<file path="config.mk">
export PLATFORM = sky130hd
export DESIGN_NAME = lr35902_oam_scan
export DESIGN_NICKNAME = d
export VERILOG_FILES = /design/src/rtl/lr35902_oam_scan.sv
export SDC_FILE = /design/constraint.sdc
export NUM_CORES = 1
export LEC_CHECK = 0
export BUFFER_PORTS_ARGS = -buffer_cell sky130_fd_sc_hd__buf_2
export CORE_MARGIN = 2
export CORE_UTILIZATION = 45
export CTS_BUF_LIST = sky130_fd_sc_hd__clkbuf_16
export CTS_CLUSTER_SIZE = 24
export DETAILED_ROUTE_END_ITERATION = 10
export MAX_ROUTING_LAYER = met4
export PLACE_DENSITY_LB_ADDON = 0.25
export RECOVER_POWER = 100
export SETUP_SLACK_MARGIN = 0.3
export SYNTH_ARGS = -nofsm -noshare
export SYNTH_HDL_FRONTEND = slang
export SYNTH_SLANG_ARGS = --single-unit
</file>
<file path="constraint.sdc">
create_clock -name clk -period 3.2 [get_ports clk]
set_clock_uncertainty 0.2 [all_clocks]
set_input_delay 0.64 -clock clk [delete_from_list [all_inputs] [get_ports clk]]
set_output_delay 0.64 -clock clk [all_outputs]
set_load 0.01 [all_outputs]
</file>
<file path="src/rtl/lr35902_oam_scan.sv">
// lr35902_oam_scan
// PPU mode-2 OAM scanner. On each start pulse it walks all OAM entries,
// reading the Y byte then the X byte of each entry, and latches up to
// MAX_OBJ objects whose Y range covers the sampled line into a small hit
// buffer. The sprite fetcher reads that buffer during mode 3.
//
// Ports:
//   clk, reset       clock and asynchronous active-high reset
//   start            one-cycle pulse, begins (or restarts) a scan
//   ly, obj_size     line number and object height, sampled on start
//   dma_active       OAM DMA in progress
//   adr_oam, read    OAM read address/strobe; data returns on din next cycle
//   din              OAM read data
//   busy, done       scan in progress / one-cycle completion pulse
//   obj_count        number of valid hits in the buffer
//   obj_sel          buffer read index
//   obj_x, obj_idx, obj_row  combinational contents of buffer[obj_sel]
//
// Optional feature: define OAM_SCAN_DMA_BLOCK_EN to suppress OAM reads while
// dma_active is high and force entries evaluated during DMA to miss.
module lr35902_oam_scan #(
  parameter int MAX_OBJ = 10,
  parameter int NUM_ENT = 40
) (
  input  logic       clk,
  input  logic       reset,
  input  logic       start,
  input  logic [7:0] ly,
  input  logic       obj_size,
  input  logic       dma_active,
  output logic [7:0] adr_oam,
  output logic       read,
  input  logic [7:0] din,
  output logic       busy,
  output logic       done,
  output logic [3:0] obj_count,
  input  logic [3:0] obj_sel,
  output logic [7:0] obj_x,
  output logic [5:0] obj_idx,
  output logic [3:0] obj_row
);

  localparam logic [1:0] ST_IDLE  = 2'd0;
  localparam logic [1:0] ST_SCAN  = 2'd1;
  localparam logic [1:0] ST_FLUSH = 2'd2;

  localparam logic [5:0] LAST_E = 6'(NUM_ENT - 1);
  localparam logic [3:0] CAP    = 4'(MAX_OBJ);

  logic [1:0] state_q, state_d;
  logic [5:0] e_q, e_d;
  logic       phase_q, phase_d;
  logic [7:0] ly_q, ly_d;
  logic       size_q, size_d;
  logic       hit_q, hit_d;
  logic [3:0] row_q, row_d;
  logic [5:0] hit_e_q, hit_e_d;
  logic [3:0] count_q, count_d;

  logic [7:0] buf_x_q   [MAX_OBJ];
  logic [5:0] buf_idx_q [MAX_OBJ];
  logic [3:0] buf_row_q [MAX_OBJ];

  logic       scanning;
  logic [7:0] diff;
  logic [7:0] lim;
  logic       y_hit;
  logic       store;
  logic       wr_en;

  assign scanning = (state_q == ST_SCAN);

  // Row offset into the object; wraps mod 256 so lines above the object
  // produce a large value and fail the height compare.
  assign diff = ly_q + 8'd16 - din;
  assign lim  = size_q ? 8'd16 : 8'd8;

`ifdef OAM_SCAN_DMA_BLOCK_EN
  // While DMA owns OAM the read data is meaningless, so the entry misses.
  assign y_hit = (diff < lim) && !dma_active;
  assign read  = scanning && !dma_active;
`else
  assign y_hit = (diff < lim);
  assign read  = scanning;
`endif

  // hit_q is only ever high for the cycle after a Y evaluation, which is
  // exactly the cycle din carries that entry's X byte.
  assign store = hit_q && (count_q < CAP);
  assign wr_en = store && !start;

  always_comb begin
    state_d = state_q;
    e_d     = e_q;
    phase_d = phase_q;
    ly_d    = ly_q;
    size_d  = size_q;
    hit_d   = 1'b0;
    row_d   = row_q;
    hit_e_d = hit_e_q;
    count_d = count_q;

    case (state_q)
      ST_SCAN: begin
        if (!phase_q) begin
          phase_d = 1'b1;
        end else begin
          hit_d   = y_hit;
          row_d   = diff[3:0];
          hit_e_d = e_q;
          phase_d = 1'b0;
          if (e_q == LAST_E) begin
            state_d = ST_FLUSH;
          end else begin
            e_d = e_q + 6'd1;
          end
        end
      end
      ST_FLUSH: state_d = ST_IDLE;
      default:  state_d = ST_IDLE;
    endcase

    if (store) begin
      count_d = count_q + 4'd1;
    end

    // A start pulse always wins: it aborts any scan in flight.
    if (start) begin
      state_d = ST_SCAN;
      e_d     = 6'd0;
      phase_d = 1'b0;
      ly_d    = ly;
      size_d  = obj_size;
      hit_d   = 1'b0;
      count_d = 4'd0;
    end
  end

  always_ff @(posedge clk or posedge reset) begin
    if (reset) begin
      state_q <= ST_IDLE;
      e_q     <= 6'd0;
      phase_q <= 1'b0;
      ly_q    <= 8'd0;
      size_q  <= 1'b0;
      hit_q   <= 1'b0;
      row_q   <= 4'd0;
      hit_e_q <= 6'd0;
      count_q <= 4'd0;
    end else begin
      state_q <= state_d;
      e_q     <= e_d;
      phase_q <= phase_d;
      ly_q    <= ly_d;
      size_q  <= size_d;
      hit_q   <= hit_d;
      row_q   <= row_d;
      hit_e_q <= hit_e_d;
      count_q <= count_d;
    end
  end

  // Buffer contents are don't-care after reset, so no reset here.
  always_ff @(posedge clk) begin
    if (wr_en) begin
      buf_x_q[count_q]   <= din;
      buf_idx_q[count_q] <= hit_e_q;
      buf_row_q[count_q] <= row_q;
    end
  end

  assign adr_oam   = scanning ? {e_q, 1'b0, phase_q} : 8'd0;
  assign busy      = (state_q != ST_IDLE);
  // A start landing on the flush cycle aborts that scan, so no done.
  assign done      = (state_q == ST_FLUSH) && !start;
  assign obj_count = count_q;
  assign obj_x     = buf_x_q[obj_sel];
  assign obj_idx   = buf_idx_q[obj_sel];
  assign obj_row   = buf_row_q[obj_sel];

endmodule

</file>
Word-level counts from Yosys, hierarchy flattened --
Memories as Yosys holds them, arrays and structs flattened. Cells that the tools add are included.
Word-level totals: flip-flop bits (word level) 33, bits in writable memories 180, input port bits 25, output and inout port bits 33, word-level logic and storage cells 55, memories kept 3
Memory list:
- buf_x_q | words 10, width 8, read ports 1, clocked after memory_dff 0, write ports 1, RTL line 60 | logic [7:0] buf_x_q [MAX_OBJ];
- buf_idx_q | words 10, width 6, read ports 1, clocked after memory_dff 0, write ports 1, RTL line 61 | logic [5:0] buf_idx_q [MAX_OBJ];
- buf_row_q | words 10, width 4, read ports 1, clocked after memory_dff 0, write ports 1, RTL line 62 | logic [3:0] buf_row_q [MAX_OBJ];
Cells by class: $add $sub $neg 4, order comparisons 2, eq/ne operators 6, multiplexer cells 20, reduce and logical (&&, ||, !) cells 11
Operator list (count):
- $mux W6 | 4
- $add A8 B5 Y8 const B | 1
- $lt A8 B5 Y1 | 1
- $mux W1 | 8
- $mux W2 | 4
- $mux W4 | 2
- $mux W8 | 1
- $reduce_bool A2 Y1 | 4
- $sub A8 B8 Y8 | 1
- $add A6 B1 Y6 const B | 1
- $eq A6 B6 Y1 const B | 1
- $mux W5 | 1
- $add A4 B1 Y4 const B | 1
- $lt A4 B4 Y1 const B | 1
- $reduce_and A2 Y1 | 2
- $logic_and A1 B1 Y1 | 3
- $ne A3 B2 Y1 const B | 1
- $ne A3 B3 Y1 const B | 1
- $reduce_and A3 Y1 | 1
- $eq A2 B1 Y1 const B | 1
- $eq A2 B2 Y1 const B | 1
- $ne A2 B2 Y1 const B | 1
- $logic_not A1 Y1 | 1

Depth between registers and ports, before layout --
depth after elaboration 6, mapped depth 11, gate-level depth less buffers 11

Worst setup path after synthesis --
Ideal clock, no wire load.
path kind input to register, from input port start, to memory buf_idx_q[0][0], enable pin, setup time 439 ps, data arrival time 2721 ps, data required time 2561 ps, slack -160 ps, cell stages on the path 2, path buffers 1, cells stage by stage buf_1 -> nor4_1
Between the ends: cells in the longest elaborated chain, start to end 4
Ends and longest elaborated chain:
- start, declared | RTL line 27 | input logic start,
- $logic_not A1 Y1 | RTL line 90 | assign wr_en = store && !start;
- $logic_and A1 B1 Y1 | RTL line 90
- $mux W1 | RTL line 165 | if (wr_en) begin
- $mux W1 (implied by the code) | RTL line 167 | buf_idx_q[count_q] <= hit_e_q;
- end, declared | RTL line 61
No other way between the ends.

Worst setup path in the final report --
from input port obj_sel[0], to output port obj_x[4]
Between the ends: cells in the longest elaborated chain, start to end 1
Ends and longest elaborated chain:
- start, declared | RTL line 37 | input logic [3:0] obj_sel,
- $mem_v2 Z10 W8
- end, declared | RTL line 38 | output logic [7:0] obj_x,
No other way between the ends.

==> results.py <==
metrics = {
    "placed_design": {
        "detailedPlace.worstSlack_ns": 0.0240,
        "gpl.final_weighted_congestion": 0.802,
        "hpwl_um": 10100,
        "buffers_on_ports": 55,
    },
    "worst_setup_path": {
        "path_depth": 7,
        "r2r_setup_slack_ns": 0.44,
        "crit_path_end_kind": "primary output",
        "worst_ep_arrival_time_ns": 2.14,
        "worstReg2RegEnd": "hit_q$_DFF_PP0_",
        "timing.critical_path.required_ns": 2.36,
        "setup.worst_path.class": "in -> out",
        "crit_path_end": "obj_x[4]",
        "critical-path-top-delay-family": "multiplexers",
        "critical_path.max_stage_delay_ns": 0.53,
        "timing.reg2reg.worst_path_depth": 7,
        "path_buf_inv": 3,
        "crit_slowest_cell": "sky130_fd_sc_hd__mux4_2",
        "worstSetupStartpointType": "input port",
        "critPathLaunch": "obj_sel[0]",
        "timing.rr.start": "ly_q[1]$_DFFE_PP0P_",
        "worst-path-max-fanout": 8,
        "cp_cell_sequence": "buf_12, clkbuf_2, mux4_2, nor2b_2, a211oi_2, a21oi_2, buf_2",
    },
    "route": {
        "wire_per_inst_um": 19.2,
        "met3WireLength_um": 827,
        "detail-route-antenna-nets": 0,
        "via_per_inst": 5.26,
        "via_count": 4696,
        "detail_route.first_pass.iterations": 4,
        "drt_first_iter_violations": 323,
        "met1Wirelength_um": 7590,
        "remaining_drc_errors": 0,
        "wl_met2_um": 8310,
        "route.top_layer_used": "met4",
        "routed_wirelength_um": 17100,
    },
    "timing": {
        "timing.max_slew.rel_slack_pct": -18.1,
        "final_number_of_hold_violating_endpoints": 0,
        "timing.final.ws_setup_ns": 0.219,
        "report.final.slew_viol_count": 34,
        "ratio_of_final_minimum_period_to_clock_period_pct": 93.1,
        "tns_ns": 0,
        "timing.final.setup_violations": 0,
        "rsz0062_at_grt": "yes",
        "achievable_frequency_mhz": 335,
        "min_period_ns": 2.98,
        "slew_worst_pin_ns": 1.77,
    },
    "clocking": {
        "htree_num_levels": 1,
        "tritoncts_clock_tree": "built",
        "cts_made_buffers": 22,
        "clk-insertion-delay-late_ns": 0.50,
        "cts-hold-fix-buffers": 0,
        "clock_tree.root_cell": "sky130_fd_sc_hd__clkbuf_16",
        "clkSlewWorstSetupHoldPaths_ns": 0.06,
        "max-clock-path-buffers": 3,
        "numClockSinks": 213,
    },
    "yosys": {
        "synthesis.area_per_instance_sq_um": 17.1,
        "postSynthNetCount": 562,
        "synthArstFlopShare_pct": 15.5,
        "netlist-cell-type-count": 46,
        "ys.warnings.count": 0,
        "synth-edff-count": 180,
        "synth-seq-area-share_pct": 70.7,
        "synth.area.top_cells": "sky130_fd_sc_hd__edfxtp_1, sky130_fd_sc_hd__dfrtp_1, sky130_fd_sc_hd__mux4_2",
        "synthDominantCellAreaShare_pct": 61.3,
        "yosys_most_used_dff": "sky130_fd_sc_hd__edfxtp_1",
        "synthDominantAreaCellType": "sky130_fd_sc_hd__edfxtp_1",
        "gate_count_post_synth": 517,
        "mappedNetlistArea_sq_um": 8820,
        "synth-seq-cells": 213,
    },
    "layout": {
        "numnets_final": 656,
        "commonest_non_fill_non_tap_cells_in_the_layout": "sky130_fd_sc_hd__edfxtp_1, sky130_fd_sc_hd__mux4_2, sky130_fd_sc_hd__clkbuf_1",
        "synthToLayoutAreaGrowth_pct": 18.7,
        "layout.cells.most_common": "sky130_fd_sc_hd__edfxtp_1",
        "layout-drive-gt1-share_pct": 24.2,
        "antenna_cells": 0,
    },
    "floorplan": {
        "coreArea_sq_um": 19300,
        "fp.dieArea_sq_um": 20700,
        "io_pins": 58,
        "die_width_um": 144,
        "num_rows": 51,
        "initial_utilization_pct": 45.6,
        "floorplan.die.height_um": 144,
    },
    "grt": {
        "gr_ovfl_total": 0,
        "grt_pass1_vias": 4885,
        "pin_count_of_the_biggest_net_entering_global_routing": 37,
        "gr-usage-all-layers_pct": 17.8,
        "grt_first_pass_wirelength_um": 26900,
        "antenna_violations_before_repair": 0,
    },
    "job": {
        "number_of_max_cap_violations": 1,
    },
    "run_status": {
        "failed_checks": "capacitance limit, slew limit",
        "outcome": "finished with violations",
    },
    "hold_path": {
        "hold_path.class": "in -> reg",
    },
    "power_and_ir_drop": {
        "leakage_power_total_nw": 3.74,
        "cellPowerDensity_nw_per_um2": 595,
        "irDropWorstVdd_uv": 397,
    },
}
-- metal layers --
layer,global-route usage (%),vias up
li1,-,2188
met5,-,-
met3,2.72,28
met4,5.21,0
met1,23.8,2349
met2,28.8,131
-- power breakdown --
part           internal, mW  switching, mW  leakage [nW]
registers              3.09         0.0712          2.07
clock network          1.58           1.03         0.371
logic                 0.212          0.237          1.30
-- logic make-up after synthesis --
kind of cell             count (synthesis)  synth area share [%]
other                                    1                0.0425
buffers and inverters                   45                  2.36
adder cells (fa/ha/maj)                 20                  2.92
AND/OR/NAND/NOR                        103                  6.19
multiplexers                            63                  12.4
AO/OA/AOI/OAI                           62                  4.46
XOR/XNOR                                10                 0.993
flip-flops                             213                  70.7
-- state kept, by name (all words and copies together) (netlist names), 2 cells and up --
| name | count |
|---|---|
| buf_x_q | 80 |
| buf_row_q | 40 |
| buf_idx_q | 60 |
| e_q | 6 |
| row_q | 4 |
| obj_count | 4 |
| state_q | 2 |
| hit_e_q | 6 |
| ly_q | 8 |
-- synth_stat cells (2+ instances only) --
| library cell | number |
|---|---|
| sky130_fd_sc_hd__edfxtp_1 | 180 |
| sky130_fd_sc_hd__mux4_2 | 36 |
| sky130_fd_sc_hd__dfrtp_1 | 33 |
| sky130_fd_sc_hd__nand2_1 | 30 |
| sky130_fd_sc_hd__a21oi_1 | 22 |
| sky130_fd_sc_hd__a211oi_1 | 19 |
| sky130_fd_sc_hd__ha_1 | 19 |
| sky130_fd_sc_hd__inv_1 | 19 |
| sky130_fd_sc_hd__mux2i_1 | 19 |
| sky130_fd_sc_hd__nor2b_1 | 19 |
| sky130_fd_sc_hd__nor2_1 | 14 |
| sky130_fd_sc_hd__and2_1 | 13 |
| sky130_fd_sc_hd__clkbuf_1 | 12 |
| sky130_fd_sc_hd__o21ai_0 | 11 |
| sky130_fd_sc_hd__mux2_2 | 8 |
| sky130_fd_sc_hd__xnor2_1 | 8 |
| sky130_fd_sc_hd__buf_2 | 6 |
| sky130_fd_sc_hd__nor3_1 | 6 |
| sky130_fd_sc_hd__nand3_1 | 5 |
| sky130_fd_sc_hd__nor3b_1 | 4 |
| sky130_fd_sc_hd__buf_6 | 3 |
| sky130_fd_sc_hd__a31oi_1 | 2 |
| sky130_fd_sc_hd__buf_1 | 2 |
| sky130_fd_sc_hd__buf_4 | 2 |
| sky130_fd_sc_hd__nor4_1 | 2 |
| sky130_fd_sc_hd__or2_2 | 2 |
| sky130_fd_sc_hd__xor2_1 | 2 |
-- worst min path at each step --
| stage | startpoint | end | slack, ns | cells past startpoint |
|---|---|---|---|---|
| after floorplan | ly_q[1]$_DFFE_PP0P_ | ly_q[1]$_DFFE_PP0P_ | 0.28 | 1 |
| after global placement | ly_q[1]$_DFFE_PP0P_ | ly_q[1]$_DFFE_PP0P_ | 0.30 | 1 |
| after detailed placement | ly_q[1]$_DFFE_PP0P_ | ly_q[1]$_DFFE_PP0P_ | 0.30 | 1 |
| after CTS | reset | ly_q[6]$_DFFE_PP0P_ | 0.03 | 3 |
| after global routing | obj_size | size_q$_DFFE_PP0P_ | 0.15 | 3 |
| final | obj_size | size_q$_DFFE_PP0P_ | 0.15 | 3 |
-- stage by stage --
| step | utilization, % | std cells | hold WS [ns] | total power, mW | cell area [sq um] |
|---|---|---|---|---|---|
| after floorplan | - | 517 | 0.285 | 3.49 | 8830 |
| after global placement | 49.7 | 837 | 0.299 | 3.64 | 9610 |
| after detailed placement | 49.7 | 837 | 0.303 | 3.66 | 9610 |
| after CTS | 54.0 | 881 | 0.0306 | 6.28 | 10400 |
| after global routing | 54.1 | 892 | 0.149 | 6.46 | 10500 |
| final | 54.1 | 892 | 0.148 | 6.23 | 10500 |
-- repair_timing --
action                                  4_1_cts  5_1_grt
cloned                                        1        0
endpoints found under the setup margin       17       16
gates resized for setup                       6        7
pin swaps                                     2        3
setup buffers                                 3       11
-- layout make-up --
cell class | instances | area (sq um)
Clock inverter | 18 | 203
Sequential cell | 213 | 6230
Fill cell | 1590 | 8870
Multi-Input combinational cell | 259 | 2440
Tap cell | 265 | 332
Timing Repair Buffer | 96 | 637
Inverter | 19 | 71.3
Clock buffer | 22 | 551
-- worst min-delay path, cell delays in order --
cell	delay [ns]
sky130_fd_sc_hd__buf_2	0.07
sky130_fd_sc_hd__nand2_1	0.04
sky130_fd_sc_hd__o21ai_0	0.06
Note: power is estimated with default switching activity, not from simulation.
